===== src/rtl/camera_ctrl.sv =====
// Pixel-array camera controller: idle/erase with exposure trim, one timed exposure, then a two-row ADC readout.
// Optional registered busy output is enabled by defining CAMERA_BUSY_EN.
module camera_ctrl #(
  parameter int EXP_W   = 5,
  parameter int EXP_MIN = 2,
  parameter int EXP_MAX = 30,
  parameter int EXP_RST = 10,
  parameter int RD_W    = 2
) (
  input  logic clk,
  input  logic reset,
  input  logic init,
  input  logic exp_inc,
  input  logic exp_dec,
  output logic nre1,
  output logic nre2,
  output logic expose,
  output logic erase,
  output logic adc
`ifdef CAMERA_BUSY_EN
  ,
  output logic busy
`endif
);

  typedef enum logic [1:0] {
    ST_IDLE   = 2'd0,
    ST_EXPOSE = 2'd1,
    ST_READ   = 2'd2
  } state_t;

  localparam logic [EXP_W-1:0] EXP_MIN_V = EXP_W'(EXP_MIN);
  localparam logic [EXP_W-1:0] EXP_MAX_V = EXP_W'(EXP_MAX);
  localparam logic [EXP_W-1:0] EXP_RST_V = EXP_W'(EXP_RST);
  localparam logic [RD_W-1:0]  RD_LAST   = '1;

  state_t           state_reg, state_next;
  logic [EXP_W-1:0] exp_time_reg, exp_time_next;
  logic [EXP_W-1:0] exp_count_reg, exp_count_next;
  logic [RD_W-1:0]  rd_reg, rd_next;
  logic             nre1_next, nre2_next, expose_next, erase_next, adc_next;
`ifdef CAMERA_BUSY_EN
  logic             busy_next;
`endif

  // State, counters and all outputs are registered together.
  always_ff @(posedge clk or negedge reset) begin
    if (!reset) begin
      state_reg     <= ST_IDLE;
      exp_time_reg  <= EXP_RST_V;
      exp_count_reg <= '0;
      rd_reg        <= '0;
      nre1          <= 1'b1;
      nre2          <= 1'b1;
      expose        <= 1'b0;
      erase         <= 1'b1;
      adc           <= 1'b0;
`ifdef CAMERA_BUSY_EN
      busy          <= 1'b0;
`endif
    end else begin
      state_reg     <= state_next;
      exp_time_reg  <= exp_time_next;
      exp_count_reg <= exp_count_next;
      rd_reg        <= rd_next;
      nre1          <= nre1_next;
      nre2          <= nre2_next;
      expose        <= expose_next;
      erase         <= erase_next;
      adc           <= adc_next;
`ifdef CAMERA_BUSY_EN
      busy          <= busy_next;
`endif
    end
  end

  always_comb begin
    state_next     = state_reg;
    exp_time_next  = exp_time_reg;
    exp_count_next = exp_count_reg;
    rd_next        = rd_reg;
    case (state_reg)
      ST_IDLE: begin
        // Trim is applied even on the edge that accepts init.
        if (exp_inc && !exp_dec && (exp_time_reg < EXP_MAX_V))
          exp_time_next = exp_time_reg + EXP_W'(1);
        else if (exp_dec && !exp_inc && (exp_time_reg > EXP_MIN_V))
          exp_time_next = exp_time_reg - EXP_W'(1);
        if (init) begin
          state_next     = ST_EXPOSE;
          exp_count_next = '0;
        end
      end
      ST_EXPOSE: begin
        exp_count_next = exp_count_reg + EXP_W'(1);
        if (exp_count_reg == exp_time_reg - EXP_W'(1)) begin
          state_next = ST_READ;
          rd_next    = '0;
        end
      end
      ST_READ: begin
        rd_next = rd_reg + RD_W'(1);
        if (rd_reg == RD_LAST)
          state_next = ST_IDLE;
      end
      default: state_next = ST_IDLE;
    endcase
  end

  // Outputs are decoded from the upcoming state so they line up with it after the edge.
  always_comb begin
    nre1_next   = 1'b1;
    nre2_next   = 1'b1;
    expose_next = 1'b0;
    erase_next  = 1'b0;
    adc_next    = 1'b0;
    case (state_next)
      ST_IDLE:   erase_next  = 1'b1;
      ST_EXPOSE: expose_next = 1'b1;
      ST_READ: begin
        nre1_next = rd_next[RD_W-1];
        nre2_next = ~rd_next[RD_W-1];
        adc_next  = rd_next[0];
      end
      default:   erase_next  = 1'b1;
    endcase
  end

`ifdef CAMERA_BUSY_EN
  always_comb begin
    busy_next = (state_next != ST_IDLE);
  end
`endif

endmodule


===== config.mk =====
export PLATFORM = sky130hd
export DESIGN_NAME = camera_ctrl
export DESIGN_NICKNAME = d
export VERILOG_FILES = /design/src/rtl/camera_ctrl.sv
export SDC_FILE = /design/constraint.sdc
export NUM_CORES = 1
export LEC_CHECK = 0
export BUFFER_PORTS_ARGS = -buffer_cell sky130_fd_sc_hd__buf_2
export CORE_ASPECT_RATIO = 0.6
export CORE_UTILIZATION = 36
export CTS_BUF_LIST = sky130_fd_sc_hd__clkbuf_4 sky130_fd_sc_hd__clkbuf_8 sky130_fd_sc_hd__clkbuf_16
export DETAILED_ROUTE_END_ITERATION = 10
export GPL_TIMING_DRIVEN = 0
export PLACE_DENSITY = 0.54
export SKIP_LAST_GASP = 1
export SLEW_MARGIN = 20
export SYNTH_ARGS = -nofsm -noshare
export SYNTH_HDL_FRONTEND = slang
export SYNTH_SLANG_ARGS = --single-unit

===== constraint.sdc =====
create_clock -name clk -period 6.5 [get_ports clk]
set_input_delay 0.325 -clock clk [delete_from_list [all_inputs] [get_ports clk]]
set_output_delay 0.325 -clock clk [all_outputs]
set_load 0.01 [all_outputs]

==> impl_metrics.json <==
{
  "status": "complete, but fails checks",
  "violations": "hold timing",
  "num-nets-final": 145,
  "gr-total-overflow": 0,
  "worst_r2r_endpoint": "nre2",
  "syn_inst": 116,
  "cap_violations": 0,
  "ys_seq_area_share_pct": 39.6,
  "cts.sinks": 19,
  "grt_pass1_vias": 805,
  "hold_path.class": "input pin to asynchronous set/reset pin",
  "drcViolationCount": 0,
  "place_area_sq_um": 1310,
  "cts.htree.levels": 1,
  "powerDensity_nw_per_um2": 475,
  "drt-pass1-iter-count": 4,
  "num_rows": 15,
  "r2r_slack_ns": 4.07,
  "cts_tree": "done",
  "relSlewSlack_pct": 61.2,
  "core_area_sq_um": 3040,
  "setup_viol": 0,
  "grt_util_all_layers_pct": 15.1,
  "postCtsSetupBuffers": 0,
  "slew_violations": 0,
  "period_share_pct": 37.3,
  "worstPathRequired_ns": 6.68,
  "avgRoutedWirePerCell_um": 13.3,
  "drt-total-wl_mm": 2.27,
  "rsz0062_at_grt": "no",
  "antenna_left": 0,
  "ctsHoldBuffers": 0,
  "portBuffers": 9,
  "diodes": 0,
  "ys_ff_latch": 19,
  "cp.arrival_ns": 2.61,
  "die_area_sq_um": 3620,
  "initial_core_util_pct": 40.0,
  "layout-area-overhead-vs-synth_pct": 12.0,
  "final_util_pct": 44.8,
  "busiest_layer": "met2",
  "design_area_sq_um": 1360,
  "finClkSkew_ns": 0.00650,
  "hold_viol_final": 8,
  "yosys_warnings": 0,
  "total_leakage_power_nw": 0.622,
  "cts_buffers": 3,
  "cts_buffer_depth": 2,
  "peakVddDrop_mv": 0.165,
  "ios": 10,
  "r2r-start": "exp_time_reg[1]",
  "worstRegToRegCells": 8,
  "max_freq_mhz": 412,
  "cts.reportedPaths.clkPinSlew_ns": 0.07,
  "post-synth-top-area-cell": "dfrtp_1",
  "die_width_um": 77.0,
  "worstMarginPinSlew_ns": 0.576,
  "via_per_inst": 5.04,
  "drt_iter0_drc": 44,
  "cts-resized-gates": 0,
  "met1_usage_pct": 21.1,
  "clockRootBuffer": "clkbuf_8",
  "synthTopCellsByArea": "dfrtp_1 (29%), dfstp_2 (11%), ha_1 (10%), xnor2_1 (5.0%), xor2_1 (2.9%)",
  "cp-end-kind": "flip-flop",
  "drive_above_1_share_pct": 20.9,
  "syn_area_per_cell_sq_um": 10.5,
  "synth_top_cell_area_share_pct": 28.8,
  "synth_fp_nets": 131,
  "insertion_delay_ns": 0.25,
  "worstSetupStartpointType": "flip-flop",
  "antenna_found_initial": 0,
  "worstSetupPathType": "flip-flop to flip-flop",
  "place_hpwl_mm": 1.73,
  "grt_max_degree": 20,
  "synth_area_sq_um": 1220,
  "met2_usage_pct": 22.3,
  "post-route-min-period_ns": 2.43,
  "met3_usage_pct": 4.66,
  "synth.distinct_cells": 41,
  "fin_tns_setup_ns": 0,
  "holdWs_ns": -0.00386,
  "final_common_cell": "dfrtp_1",
  "die_h_um": 47.0,
  "routed-via-count": 862,
  "gp_congestion": 0.811,
  "final_cell_mix": "dfrtp_1 (14), buf_2 (10), ha_1 (10)",
  "worstPathMaxFanout": 9,
  "grt_pass1_wl_mm": 4.00
}
==> Yosys cell counts, drive strengths merged <==
master / number
o311ai: 2
nor3b: 2
a32o: 1
inv: 7
nand2b: 2
dfstp: 5
a22o: 3
xnor3: 1
o21ai: 6
buf: 3
nand3b: 1
nand2: 9
and3: 5
nor2b: 2
nand4: 2
nand3: 5
nor3: 3
a21oi: 4
nor2: 3
xor2: 4
o221a: 1
ha: 10
a21bo: 1
mux2i: 1
a21boi: 3
dfrtp: 14
a32oi: 1
clkbuf: 1
a2111o: 1
or4: 1
o221ai: 1
and3b: 1
xnor2: 7
or3: 1
o21bai: 1
o21a: 1
==> final cells by class <==
cell class,count,area (sq um)
fillers,300,1680
plain buffers,4,27.5
clock buffers,4,48.8
flip-flops and latches,19,482
inverters,7,26.3
well taps,42,52.6
multi-input cells,86,681
repair buffers,9,45.0
==> critical path: stages (launching register included) <==
cell and delay, ns:
dfstp_2 0.61, inv_1 0.06, ha_1 0.22, xnor3_1 0.37, nand3_1 0.15, nor3_2 0.28, o221a_2 0.26, ha_1 0.17
a21bo_2 0.23
==> power breakdown <==
part	internal (mW)	switching, mW
Sequential	0.168	0.0389
Clock	0.0477	0.0361
Combinational	0.159	0.198
==> per-stage QoR <==
stage                     hold WS [ns]  power (mW)  worst slack (ns)  std cells
final                         -0.00386       0.647              4.07        171
after global routing            0.0219       0.711              3.93        171
after CTS                       0.0104       0.653              4.07        171
after detailed placement         0.296       0.564              4.06        167
after global placement           0.290       0.552              4.14        167
after floorplan                 0.0294       0.483              4.39        116
==> worst max path at each step <==
stage,start,slack [ns],to,cells past startpoint
2_1_floorplan,exp_time_reg[1],4.39,nre2,8
3_3_place_gp,exp_time_reg[1],4.14,nre2,8
3_5_place_dp,exp_time_reg[1],4.06,nre2,8
4_1_cts,exp_time_reg[1],4.07,nre2,8
5_1_grt,exp_time_reg[1],3.93,adc,8
6_report,exp_time_reg[1],4.07,nre2,8
==> metal layers <==
layer / share of wire, % / routed length (um)
met5: 0 / 0
met4: 0.84 / 19
met3: 4.4 / 101
met2: 40 / 914
met1: 54 / 1240
==> cell families (layout without fill, tap and decap cells) <==
logic type	Yosys count	after routing	share of synthesized area [%]
multiplexers	1	1	0.823
AO/OA/AOI/OAI	26	26	17.9
flip-flops	19	19	39.6
AND/OR/NAND/NOR	37	37	17.2
adder cells (fa/ha/maj)	10	10	10.3
XOR/XNOR	12	12	9.77
buffers and inverters	11	24	4.42
(Power assumes the default switching activity.)
